[config.mk]
export PLATFORM = sky130hd
export DESIGN_NAME = ks_sum_pipe
export DESIGN_NICKNAME = d
export VERILOG_FILES = /design/src/rtl/ks_pkg.sv /design/src/rtl/ks_black_cell.sv /design/src/rtl/ks_sum_pipe.sv
export SDC_FILE = /design/constraint.sdc
export NUM_CORES = 1
export LEC_CHECK = 0
export BUFFER_PORTS_ARGS = -buffer_cell sky130_fd_sc_hd__buf_2
export CAP_MARGIN = 20
export CORE_MARGIN = 2
export CORE_UTILIZATION = 34
export DETAILED_ROUTE_END_ITERATION = 8
export GPL_ROUTABILITY_DRIVEN = 0
export HOLD_SLACK_MARGIN = 0.05
export PLACE_DENSITY_LB_ADDON = 0.15
export SYNTH_ARGS = -nofsm -noshare
export SYNTH_HDL_FRONTEND = slang
export SYNTH_SLANG_ARGS = --single-unit
[constraint.sdc]
create_clock -name i_clk -period 3.1 [get_ports i_clk]
set_input_delay 0.62 -clock i_clk [delete_from_list [all_inputs] [get_ports i_clk]]
set_output_delay 0.62 -clock i_clk [all_outputs]
set_load 0.1 [all_outputs]
[src/rtl/ks_pkg.sv]
// Shared constants and helpers for the Kogge-Stone adder datapath.
// The prefix span doubles at every level of the carry tree.
package ks_pkg;

  localparam int KS_WIDTH  = 32;
  localparam int KS_LEVELS = $clog2(KS_WIDTH);

  typedef logic [KS_WIDTH-1:0] ks_vec_t;

  function automatic int ks_span(input int k);
    return 1 << (k - 1);
  endfunction

endpackage

[src/rtl/ks_black_cell.sv]
// Kogge-Stone black cell: merges a high group (gh/ph) with the adjacent
// low group (gl/pl) into one wider generate/propagate pair.
module ks_black_cell (
  input  logic gh,
  input  logic ph,
  input  logic gl,
  input  logic pl,
  output logic g,
  output logic p
);

  assign g = gh | (ph & gl);
  assign p = ph & pl;

endmodule

[src/rtl/ks_sum_pipe.sv]
// Consumer end of the Kogge-Stone adder: registered prefix levels, then sum
// and carry-out, behind a valid/ready pipeline that collapses bubbles.
module ks_sum_pipe
  import ks_pkg::*;
#(
  parameter int WIDTH = KS_WIDTH
) (
  input  logic             i_clk,
  input  logic             i_rst_n,
  input  logic             i_valid,
  output logic             o_ready,
  input  logic [WIDTH-1:0] i_pk,
  input  logic [WIDTH-1:0] i_gk,
  input  logic             i_c0,
  output logic             o_valid,
  input  logic             i_ready,
  output logic [WIDTH-1:0] o_sum,
  output logic             o_cout
);

  localparam int LEVELS = $clog2(WIDTH);

  if ((WIDTH < 2) || ((WIDTH & (WIDTH - 1)) != 0)) begin : g_bad_width
    $fatal(1, "ks_sum_pipe: WIDTH must be a power of two and at least 2");
  end

  // g_nx[k]/p_nx[k] are the combinational results of prefix level k; stage
  // s (S(s+1)) registers level s, the output stage consumes level LEVELS.
  logic [LEVELS:0][WIDTH-1:0]   g_nx;
  logic [LEVELS-1:0][WIDTH-1:0] p_nx;

  logic [WIDTH-1:0] g_p  [LEVELS];
  logic [WIDTH-1:0] p_p  [LEVELS];
  logic [WIDTH-1:0] pk_p [LEVELS];
  logic [LEVELS-1:0] c0_p;
  logic [LEVELS:0]   vld_p;
  logic [LEVELS:0]   en;
  logic [WIDTH-1:0]  sum_p;
  logic              cout_p;

  // Level 0: fold the carry-in into bit 0 so every G[i] becomes a true carry.
  assign g_nx[0] = i_gk | {{(WIDTH-1){1'b0}}, i_pk[0] & i_c0};
  assign p_nx[0] = i_pk;

  for (genvar k = 1; k <= LEVELS; k++) begin : g_lvl
    localparam int D = ks_span(k);
    for (genvar i = 0; i < WIDTH; i++) begin : g_bit
      if (i >= D) begin : g_merge
        if (k < LEVELS) begin : g_black
          ks_black_cell u_cell (
            .gh (g_p[k-1][i]),
            .ph (p_p[k-1][i]),
            .gl (g_p[k-1][i-D]),
            .pl (p_p[k-1][i-D]),
            .g  (g_nx[k][i]),
            .p  (p_nx[k][i])
          );
        end else begin : g_gray
          // The last level feeds only the sum, so its group propagate is dead.
          assign g_nx[k][i] = g_p[k-1][i] | (p_p[k-1][i] & g_p[k-1][i-D]);
        end
      end else begin : g_pass
        assign g_nx[k][i] = g_p[k-1][i];
        if (k < LEVELS) begin : g_pass_p
          assign p_nx[k][i] = p_p[k-1][i];
        end
      end
    end
  end

  // A stage may load whenever it or any stage below it is empty, or the
  // consumer is draining; this is the unrolled form of en_k = ~v_k | en_(k+1).
  for (genvar s = 0; s <= LEVELS; s++) begin : g_en
    assign en[s] = i_ready | ~(&vld_p[LEVELS:s]);
  end

  always_ff @(posedge i_clk or negedge i_rst_n) begin
    if (!i_rst_n) begin
      vld_p  <= '0;
      c0_p   <= '0;
      sum_p  <= '0;
      cout_p <= 1'b0;
      for (int s = 0; s < LEVELS; s++) begin
        g_p[s]  <= '0;
        p_p[s]  <= '0;
        pk_p[s] <= '0;
      end
    end else begin
      // S1: capture the folded level-0 vectors and the raw operands
      if (en[0]) begin
        vld_p[0] <= i_valid;
        g_p[0]   <= g_nx[0];
        p_p[0]   <= p_nx[0];
        pk_p[0]  <= i_pk;
        c0_p[0]  <= i_c0;
      end
      // S2..S(LEVELS): one prefix level per stage
      for (int s = 1; s < LEVELS; s++) begin
        if (en[s]) begin
          vld_p[s] <= vld_p[s-1];
          g_p[s]   <= g_nx[s];
          p_p[s]   <= p_nx[s];
          pk_p[s]  <= pk_p[s-1];
          c0_p[s]  <= c0_p[s-1];
        end
      end
      // S(LEVELS+1): last prefix level, sum and carry-out
      if (en[LEVELS]) begin
        vld_p[LEVELS] <= vld_p[LEVELS-1];
        sum_p         <= pk_p[LEVELS-1] ^ {g_nx[LEVELS][WIDTH-2:0], c0_p[LEVELS-1]};
        cout_p        <= g_nx[LEVELS][WIDTH-1];
      end
    end
  end

  assign o_ready = en[0];
  assign o_valid = vld_p[LEVELS];
  assign o_sum   = sum_p;
  assign o_cout  = cout_p;

endmodule

### Yosys cells after proc, flatten, opt, wreduce, memory -nomap -nowiden

Cells that the tools add are included.

| word-level totals | value |
|---|---|
| register bits | 492 |
| input bits | 69 |
| output and inout port bits | 35 |
| logic and storage cells | 418 |

| operators by class | value |
|---|---|
| bitwise gates (word level) | 386 |
| reductions and logical operators | 5 |

Operators by type and width:

| operator | number |
|---|---|
| 1-bit bitwise AND | 243 |
| 1-bit bitwise OR | 135 |
| 32-bit by 1-bit bitwise OR with 32-bit output | 1 |
| 32-bit bitwise XOR | 1 |
| 1-bit NOT | 6 |
| 6-bit AND reduction | 1 |
| 5-bit AND reduction | 1 |
| 4-bit AND reduction | 1 |
| 3-bit AND reduction | 1 |
| 2-bit AND reduction | 1 |

### Logic depth before layout (Yosys ltp)

Gate-level depths: netlist of the first run.

| logic depth | value |
|---|---|
| depth after elaboration | 3 |
| depth in mapped cells | 7 |
| gate-level depth less buffers | 3 |

### By module

Synthesis of the first run repeated with hierarchy kept, for this count alone.

| second synthesis, totals | value |
|---|---|
| cells, all modules | 1320 |
| area, all modules | 19555.0 um^2 |

By module, submodules not included:

| module | times used | cells each | area an instance (um^2) | sequential area each (um^2) |
|---|---|---|---|---|
| ks_sum_pipe | 1 | 1094 | 17858.4 | 11836.4 |
| ks_black_cell | 113 | 2 | 15.0 | 0.0 |

### Least setup slack after synthesis of the first run

No wires, ideal clock.

| path | value |
|---|---|
| path type | register to output |
| from | register vld_p[5] |
| to | output o_ready |
| data arrival time | 2.386 ns |
| path slack | 0.094 ns |
| cell stages (with the launch flop) | 8 |
| path buffers | 4 |
| cell sequence | dfrtp_1 > and4b_1 > buf_6 > and3_4 > buf_6 > buf_6 > buf_6 > inv_1 |

| on the way | value |
|---|---|
| word-level cells in the longest chain between the ends | 3 |

Ends and longest elaborated chain:

| what | RTL line | RTL |
|---|---|---|
| from (decl) | ks_sum_pipe.sv:36 | `logic [LEVELS:0] vld_p;` |
| from (signal, indexed assignment) | ks_sum_pipe.sv:100 | `vld_p[s] <= vld_p[s-1];` |
| from (signal, indexed assignment) | ks_sum_pipe.sv:109 | `vld_p[LEVELS] <= vld_p[LEVELS-1];` |
| 6-bit AND reduction | ks_sum_pipe.sv:74 | `assign en[s] = i_ready \| ~(&vld_p[LEVELS:s]);` |
| 1-bit NOT | ks_sum_pipe.sv:74 |  |
| 1-bit bitwise OR | ks_sum_pipe.sv:74 |  |
| to (decl) | ks_sum_pipe.sv:11 | `output logic o_ready,` |

No other way between the ends.

### Worst setup path after layout of the first run

Same ends and word-level chain as after synthesis.

==> summary.txt, run 1 <==
Global route
  • GRT Util Overall: 16.6%
  • Vias in the first global route: 12,226
  • GRT met2 Usage: 25.1%
  • Initial antenna violation count: 0
  • Largest net degree at the start of global routing: 200
  • Met3 usage: 2.61%
  • First-pass GRT wire length: 72,800 um
  • Layer with the highest usage: met2
  • Remaining global-route overflow: 0
  • Met1 GRT Util: 24.8%

Logic synthesis
  • Post-synth EDFFs: 0
  • Flops & latches, synth: 462
  • Synth area leader: dfrtp_1
  • Post-Syn Instances: 1,658
  • Dominant synthesized flop cell: dfrtp_1
  • Ys Warns: 0
  • Post-synthesis sequential area ratio: 62.9%
  • Top cell type's share of synthesized area: 62.9%
  • Async SR Flop Fraction: 100%
  • Synth Cell Area: 18,400 um^2
  • Avg Cell Area, Syn: 11.1 um^2
  • Cell variety after synth: 28
  • Top post-synthesis cells by area: dfrtp_1 (63%), nand2_1 (8.8%), mux2_2 (6.4%)
  • Post-synth net total: 1,727

Critical path
  • Slowest stage delay, CP: 0.50 ns
  • Data arrival time of the critical path: ~2.1 ns
  • Crit start category: flop
  • Critical path buffers and inverters: 2
  • Critical Path Sink: o_ready
  • CP max FO: 9
  • Reg2Reg Setup Slack: 1.02 ns
  • R2r endpoint: pk_p[132]$_DFFE_PN0P_
  • Crit Path Category: reg2out
  • Crit-path cells: and4b_4 > and3_4 > inv_1 > buf_2
  • FF-to-FF path depth: 4
  • Required time worst endpoint: 2.48 ns
  • Critical path depth: 4
  • Slowest cell on crit path: dfrtp_1
  • CP Capture Type: output port
  • Delay-heaviest family, CP: simple AND/OR/NAND/NOR gates
  • Worst Setup SP: vld_p[5]$_DFFE_PN0P_
  • FF-to-FF Start: vld_p[5]$_DFFE_PN0P_

Power
  • Pwr Density: 885 nW/um^2
  • Worst vdd ir: 683 uV
  • Leak: 9.67 nW

Placed design
  • Port buffer count: 103
  • Detailed placement HPWL: about 32,000 um
  • Post-DP Area: 19,800 um^2

Final layout
  • Area growth syn-to-layout: 16.2%
  • # diodes: 0
  • Commonest non-fill, non-tap cell in the layout: dfrtp_1
  • Commonest cells after routing, fill and taps aside: dfrtp_1 (462), nand2_1 (430), o21ai_0 (148)
  • Final cell area excluding filler cells: 21,400 um^2
  • Nets: ~1,800
  • Layout cell share with drive strength beyond 1: ~20%

Clock network
  • Root buf cell: clkbuf_16
  • Resized cells post-CTS: 0
  • Number of CTS-inserted buffers: 49
  • Clk buf depth: 3
  • Skew-Pair Late Insertion Delay: 0.57 ns
  • CTS tree: built
  • CTS H-Tree Depth: 2
  • Setup bufs post-CTS: 0
  • CTS Hold Buffers Added: 0
  • Num Clock Sinks: 462
  • Worst-path clk slew: approximately 0.06 ns

STA
  • Final-report max-slew violation count: 0
  • Period minus WS final: 2.74 ns
  • Final Setup Violations: 0
  • Worst relative slew slack: around two fifths
  • Worst slew pin tran: 0.923 ns
  • Hold Fails Final Rpt: 0
  • TNS Setup: 0 ns
  • Setup Skew: 0.0109 ns
  • Fin crit share: approximately 90%
  • Max Freq: approximately 370 MHz
  • RSZ-0062 raised after global routing: false

Floorplanning
  • Die area: 55,900 um^2
  • Die Span Y: around 240 um
  • Die Wd: 236 um
  • Cell Rows: 85
  • Initial Utilization: 34.3%
  • Ports: between 100 and 150
  • Core area: around 54,000 um^2

Detailed routing
  • WL/cell: 18.1 um
  • Via count: 11,676
  • Drt initial violations: between 600 and 700
  • TritonRoute pass-1 iters: 5
  • Post-route ant nets: 0
  • DRC: 0
  • Total Wirelength: 45,100 um
  • DR vias/cell: between 4 and 5

Run
  • Maxcap violations: 0

Status
  • Status: finished clean

Worst hold path
  • HP Class: in2async
## logic make-up after synthesis
| logic type | Yosys count | share of synthesized area, % |
|---|---|---|
| muxes | 192 | 11.9 |
| and+or+nand+nor | 523 | 11.5 |
| xor gates and xnor gates | 32 | 1.53 |
| DFF | 462 | 62.9 |
| buffers and inverters | 147 | 3.56 |
| AOI/OAI and AO/OA | 302 | 8.55 |
## report_power, final
part	switching, mW	internal, mW
Sequential	1.19	7.42
Clock	2.38	3.38
Combinational	3.23	1.29
Total	6.80	12.1
## cell usage after synthesis, types with 2 or more instances
master    number
clkbuf_1      49
xor2_1        15
mux2_4        28
inv_1         60
nand2_1      430
buf_2         10
buf_6          8
o21ai_0      148
buf_1         12
and2_1         2
a21oi_1      130
mux2_2       105
buf_4          8
o31ai_1       24
nand3_1       77
xnor2_1       17
nand2b_1       5
mux2i_1       59
dfrtp_1      462
## layout make-up
cell class | count | area [um^2]
Inverter | 60 | 225
Multi-Input combinational cell | 1049 | 6180
Sequential cell | 462 | 11600
Fill cell | 5335 | 32200
Tap cell | 696 | 871
Timing Repair Buffer | 134 | 946
Clock inverter | 14 | 126
Clock buffer | 73 | 1450
## stage by stage
stage | setup WS, ns | std cells | hold WS, ns | power [mW] | utilization (%)
detailed placement | 0.583 | 2401 | 0.455 | 13.4 | 36.9
global route | 0.270 | 2488 | 0.128 | 20.0 | 39.8
global placement | 0.577 | 2401 | 0.451 | 13.3 | 36.9
CTS | 0.307 | 2488 | 0.108 | 19.2 | 39.8
floorplan | 0.0944 | 1658 | 0.324 | 11.8 | -
finish | 0.365 | 2488 | 0.0999 | 18.9 | 39.8
## how the worst min path moves through the flow
stage | start | end | cells after the start
2_1_floorplan | i_rst_n | c0_p[0]$_DFFE_PN0P_ | 0
3_3_place_gp | p_p[31]$_DFFE_PN0P_ | p_p[31]$_DFFE_PN0P_ | 2
3_5_place_dp | pk_p[58]$_DFFE_PN0P_ | pk_p[58]$_DFFE_PN0P_ | 2
4_1_cts | i_rst_n | o_sum[30]$_DFFE_PN0P_ | 1
5_1_grt | i_rst_n | o_sum[30]$_DFFE_PN0P_ | 1
6_report | i_rst_n | o_sum[30]$_DFFE_PN0P_ | 1
## flip-flops by register name, indices dropped and copies added (netlist names)
signal  flops
pk_p      156
g_p       129
p_p        99
o_sum      32
g_nx       31
vld_p       6
c0_p        5
p_nx        3
o_cout      1
## metal layers
| layer | up-vias | wire length, um |
|---|---|---|
| met1 | 5720 | 22800 |
| met4 | 0 | 874 |
| met2 | 132 | 19800 |
| met5 | - | 0 |
| li1 | 5761 | - |
| met3 | 63 | 1510 |
Note: power is estimated with default switching activity, not from simulation.
==> inputs of run 2 (changes only) <==
RECOVER_POWER = 50   (was not set)
==> run 2 against run 1 <==
Effect of this change:
- the run now ends with capacitance limit, slew limit left
- via count increased by 0.20%
- sequential power about the same
- count of clock-buffer cells in the layout unchanged
- fmax decreased by 0.52%
- register-to-register slack got worse by 0.57 ns
- total power about the same
- routed wire length about the same
- largest cell class unchanged
- largest power group unchanged
==> summary.txt, run 2 (synthesis gave the netlist of run 1 again) <==
Status
  • Status: finished, violations left
  • Failing checks: capacitance limit, slew limit

Floorplanning
  • Cell Rows: 85
  • Core area: 53,600 um^2
  • Ports: 104
  • Die Wd: around 240 um
  • Die area: 55,900 um^2
  • Die Span Y: 236 um
  • Initial Utilization: 34.3%

Clock network
  • CTS Hold Buffers Added: 0
  • Resized cells post-CTS: 0
  • CTS H-Tree Depth: 2
  • Clk buf depth: 3
  • Setup bufs post-CTS: 0
  • CTS tree: built
  • Num Clock Sinks: ~460
  • Skew-Pair Late Insertion Delay: 0.58 ns
  • Root buf cell: clkbuf_16
  • Worst-path clk slew: approximately 0.060 ns
  • Number of CTS-inserted buffers: 49

Detailed routing
  • DR vias/cell: roughly 4.7
  • Drt initial violations: around 660
  • DRC: 0
  • Post-route ant nets: 0
  • TritonRoute pass-1 iters: 7
  • Via count: 11,699
  • Total Wirelength: 45,100 um
  • WL/cell: 18.1 um

Final layout
  • Commonest non-fill, non-tap cell in the layout: dfrtp_1
  • # diodes: 0
  • Top flop regs: pk_p: 156 flops, g_p: 129 flops, p_p: 99 flops
  • Commonest cells after routing, fill and taps aside: dfrtp_1 (462), nand2_1 (430), o21ai_0 (148)
  • Layout cell share with drive strength beyond 1: 19.3%
  • Nets: 1,825
  • Area growth syn-to-layout: 15.7%
  • Top reg by flops: pk_p
  • Max reg flops: 156

STA
  • Worst slew pin tran: 2.62 ns
  • RSZ-0062 raised after global routing: false
  • Worst relative slew slack: -74.6%
  • Final-report max-slew violation count: between 150 and 200
  • Hold Fails Final Rpt: 0
  • Max Freq: 364 MHz
  • Fin crit share: 88.7%
  • TNS Setup: 0 ns
  • Period minus WS final: ~2.7 ns
  • Setup Skew: 0.0119 ns
  • Final Setup Violations: 0

Critical path
  • CP max FO: 9
  • Crit Path Category: reg2out
  • Required time worst endpoint: roughly 2.5 ns
  • CP Capture Type: output port
  • Crit start category: flop
  • Data arrival time of the critical path: 2.13 ns

Global route
  • Largest net degree at the start of global routing: 200
  • Initial antenna violation count: 0
  • Remaining global-route overflow: 0
  • Vias in the first global route: 12,226
  • First-pass GRT wire length: 72,800 um
  • GRT Util Overall: 16.6%

Worst hold path
  • HP Class: in2reg

Power
  • Power, Total: around 19 mW
  • Pwr Density: 888 nW/um^2
  • Leak: 9.64 nW
  • Worst vdd ir: between 600 and 700 uV

Run
  • Maxcap violations: 2

Placed design
  • Port buffer count: 103
  • Detailed placement HPWL: 31,600 um
## run 2: cell count changes in the layout (fill, tap and decap cells not counted), sizes merged
cell	delta
buf	-13
clkbuf	+13
## run 2: layout make-up
| cell class | count | area [um^2] |
|---|---|---|
| Fill cell | 5351 | 32300 |
| Inverter | 60 | 225 |
| Tap cell | 696 | 871 |
| Sequential cell | 462 | 11600 |
| Clock inverter | 14 | 126 |
| Clock buffer | 73 | 1450 |
| Multi-Input combinational cell | 1049 | 6170 |
| Timing Repair Buffer | 134 | 861 |
## run 2: path summary, 6_finish.rpt
kind,from,endpoint,slack (ns),cells after the start
worst min register to register,p_p[31]$_DFFE_PN0P_,p_p[31]$_DFFE_PN0P_,0.46,2
worst max register to register,vld_p[5]$_DFFE_PN0P_,pk_p[79]$_DFFE_PN0P_,0.45,4
worst max-delay path,vld_p[5]$_DFFE_PN0P_,o_ready,0.35,4
max in group asynchronous,i_rst_n,g_p[40]$_DFFE_PN0P_,0.57,2
min in group asynchronous,i_rst_n,o_sum[30]$_DFFE_PN0P_,0.85,1
worst min-delay path,i_valid,vld_p[0]$_DFFE_PN0P_,0.24,2
## run 2: report_power, final
group	switching [mW]	internal, mW	leakage [nW]
clock network	2.38	3.38	0.788
registers	1.19	7.42	5.57
logic	3.23	1.28	3.28
total	6.79	12.1	9.64
## run 2: routing by layer
layer	track usage [%]	share of wire, %
met5	0	0
met4	4.49	1.9
met3	2.61	3.2
met2	25.1	44
met1	24.8	50
## run 2: critical path, stage by stage, from the launching register on
cell and delay [ns]:
dfrtp_1 0.50, and4b_4 0.41, and3_4 0.30, inv_1 0.05, buf_2 0.29
## run 2: through the flow
stage	hold slack (ns)	instances	utilization, %	area [um^2]	setup slack, ns
after detailed placement	0.455	2401	36.9	19800	0.583
after CTS	0.108	2488	39.8	21400	0.307
final	0.243	2488	39.7	21300	0.351
after global placement	0.451	2401	36.9	19800	0.577
after global routing	0.234	2488	39.7	21300	0.182
after floorplan	0.324	1658	-	18400	0.0944
==> inputs of run 3 (changes only) <==
ABC_AREA = 1   (was not set)
==> run 3 against run 2 <==
Effect of this change:
- the flow still finishes with violations (capacitance limit, slew limit)
- register-to-register slack better by 0.21 ns
- hold slack worse by 0.020 ns
- cell area is 4.9% higher
- cell count up 22%
- critical endpoint unchanged
==> summary.txt, run 3 <==
Global route
  • Vias in the first global route: 14,712
  • Largest net degree at the start of global routing: between 150 and 200
  • Initial antenna violation count: 0
  • GRT Util Overall: 18.7%
  • First-pass GRT wire length: 88,600 um
  • Remaining global-route overflow: 0

Critical path
  • CP max FO: 49
  • Critical path buffers and inverters: 2
  • Data arrival time of the critical path: approximately 2.0 ns
  • FF-to-FF Start: vld_p[5]$_DFFE_PN0P_
  • CP Capture Type: output port
  • Slowest stage delay, CP: 0.35 ns
  • Crit start category: flop
  • Delay-heaviest family, CP: buffers and inverters
  • Slowest cell on crit path: dfrtp_1
  • Required time worst endpoint: 2.48 ns
  • Crit-path cells: nand2_1 > inv_6 > nand3_2 > buf_2
  • Worst Setup SP: vld_p[2]$_DFFE_PN0P_
  • Crit Path Category: reg2out

Clock network
  • Clk buf depth: 3
  • Setup bufs post-CTS: 0
  • Root buf cell: clkbuf_16
  • Worst-path clk slew: approximately 0.06 ns
  • Resized cells post-CTS: 0
  • Number of CTS-inserted buffers: between 50 and 60
  • CTS tree: built
  • Skew-Pair Late Insertion Delay: 0.58 ns
  • CTS Hold Buffers Added: 1
  • Num Clock Sinks: 462
  • CTS H-Tree Depth: 2

STA
  • Final-report max-slew violation count: 110
  • RSZ-0062 raised after global routing: false
  • Final Setup Violations: 0
  • Hold Fails Final Rpt: 0
  • TNS Setup: 0 ns
  • Worst slew pin tran: between 1.5 and 2 ns
  • Max Freq: 388 MHz
  • Worst relative slew slack: -28.4%
  • Period minus WS final: 2.58 ns
  • Fin crit share: 83.2%
  • Setup Skew: 0.00939 ns

Floorplanning
  • Die Wd: 244 um
  • Die area: around 59,000 um^2
  • Initial Utilization: 34.6%
  • Core area: 56,600 um^2
  • Cell Rows: 87
  • Die Span Y: 244 um
  • Ports: 104

Logic synthesis
  • Async SR Flop Fraction: 100%
  • Top cell type's share of synthesized area: 59.1%
  • Post-Syn Instances: about 2,200
  • Cell variety after synth: 21
  • Post-synthesis compound-gate area fraction: 7.24%
  • Synth top cells by count: nand2_1 (852), dfrtp_1 (462), nand3_1 (181), o21ai_0 (167), nand4_1 (160)
  • Post-synth net total: ~2,300
  • Post-synth EDFFs: 0
  • Multiplexer share of the synthesized area: 0%
  • Synth Cell Area: just under 20,000 um^2
  • Post-synthesis sequential area ratio: between 50 and 60%
  • Adder-Cell Fraction of Synth Area: 0%
  • Simple-gate share of the synthesized area: 26.9%
  • Ys Warns: 0
  • Largest family of logic cells by synthesized area: simple AND/OR/NAND/NOR gates
  • Synth area leader: dfrtp_1
  • Dominant synthesized flop cell: dfrtp_1
  • Top post-synthesis cells by area: dfrtp_1 (59%), nand2_1 (16%), nand4_1 (5.1%)
  • Most frequent cell after synthesis: nand2_1
  • Xor/xnor share of the synthesized area: 0.761%
  • Avg Cell Area, Syn: 8.83 um^2
  • Flops & latches, synth: 462

Final layout
  • Max reg flops: about 160
  • Nets: 2,318
  • Commonest cells after routing, fill and taps aside: nand2_1 (850), dfrtp_1 (461), nand3_1 (180)
  • # diodes: 0
  • Area growth syn-to-layout: 14.0%
  • Fill count: 5,881
  • Top reg by flops: pk_p
  • Post-layout util: 39.4%
  • Top flop regs: pk_p: 156 flops, g_p: 129 flops, p_p: 99 flops
  • Commonest non-fill, non-tap cell in the layout: nand2_1
  • Layout cell share with drive strength beyond 1: 9.00%

Worst hold path
  • Start point of the worst hold path: i_valid
  • HP Class: in2reg

Detailed routing
  • Total Wirelength: 55,100 um
  • DR vias/cell: a little under 5
  • Post-route ant nets: 0
  • WL/cell: 18.1 um
  • Drt initial violations: 1,254
  • DRC: 0
  • TritonRoute pass-1 iters: 5
  • Via count: 14,874

Power
  • Pwr Density: slightly above 900 nW/um^2
  • Comb power frac: 26.6%
  • Internal power: approximately 13 mW
  • Worst vdd ir: 685 uV
  • Leak: 11.6 nW
  • Psw: 7.79 mW
  • Clock power frac: ~29%
  • Switching share of power: 38.4%
  • Sequential power share: 44.1%

Placed design
  • Detailed placement HPWL: roughly 36,000 um
  • Port buffer count: about 100

Status
  • Failing checks: capacitance limit, slew limit
  • Status: finished, violations left

Run
  • Maxcap violations: 2
[run 3: cell count changes in the layout (fill, tap and decap cells not counted), sizes merged, moves of 20 or more]
cell,before,now
nand3,77,182
nand4,0,160
a21oi,130,25
o21ai,148,168
mux2,133,0
o31ai,24,0
inv,61,124
nand2,430,852
mux2i,59,0
a21o,0,60
[run 3: cell type report]
cell class              instances  area, um^2  area share [%]
inverters                     124         470            2.11
well taps                     756         946            4.24
repair buffers                126         835            3.74
clock inverters                 6        55.1           0.247
multi-input cells            1483        6850            30.7
flip-flops and latches        462       11600            51.8
clock buffers                  88        1590            7.12
[run 3: cell families after synthesis]
family                    count (synthesis)
and+or+nand+nor                        1213
DFF                                     462
buffers and inverters                   271
AOI/OAI and AO/OA                       253
xor gates and xnor gates                 17
[run 3: final timing paths]
| check | to | slack [ns] | cells past startpoint |
|---|---|---|---|
| min in group asynchronous | pk_p[47]$_DFFE_PN0P_ | 1.08 | 2 |
| setup reg to reg | o_sum[1]$_DFFE_PN0P_ | 0.66 | 4 |
| hold / removal | vld_p[0]$_DFFE_PN0P_ | 0.22 | 3 |
| hold reg to reg | pk_p[77]$_DFFE_PN0P_ | 0.46 | 2 |
| max in group asynchronous | g_nx[98]$_DFFE_PN0P_ | 0.58 | 3 |
| setup / recovery | o_ready | 0.52 | 4 |
[run 3: power groups by stage]
stage / Combinational [mW] / Clock, mW / Sequential [mW]
final: 5.40 / 5.95 / 8.95
after global routing: 6.00 / 6.38 / 9.16
after CTS: 5.45 / 6.13 / 8.99
after detailed placement: 5.42 / 0 / 9.09
after global placement: 5.37 / 0 / 9.06
after floorplan: 2.69 / 0 / 10.0
[run 3: tightest hold or removal path: cells and delay by family]
| kind | cells | cell delay (ns) |
|---|---|---|
| AND/OR/NAND/NOR | 1 | 0.05 |
| buffers and inverters | 2 | 0.11 |
[run 3: per-layer routing]
metal  up-vias  GRT usage [%]  wire length, um
met5         -              0                0
met4         0           3.73              797
met3        60           3.02             2340
met2       289           27.1            23900
met1      7169           29.3            28000
li1       7356              -                -
[run 3: through the flow]
step | power (mW) | hold slack (ns) | worst slack, ns | cell area, um^2 | instances
after floorplan | 12.7 | 0.324 | 0.285 | 19600 | 2216
after detailed placement | 14.5 | 0.458 | 0.724 | 20700 | 2950
final | 20.3 | 0.223 | 0.521 | 22300 | 3045
after CTS | 20.6 | 0.194 | 0.464 | 22300 | 3045
after global placement | 14.4 | 0.446 | 0.782 | 20700 | 2950
after global routing | 21.5 | 0.212 | 0.225 | 22300 | 3045
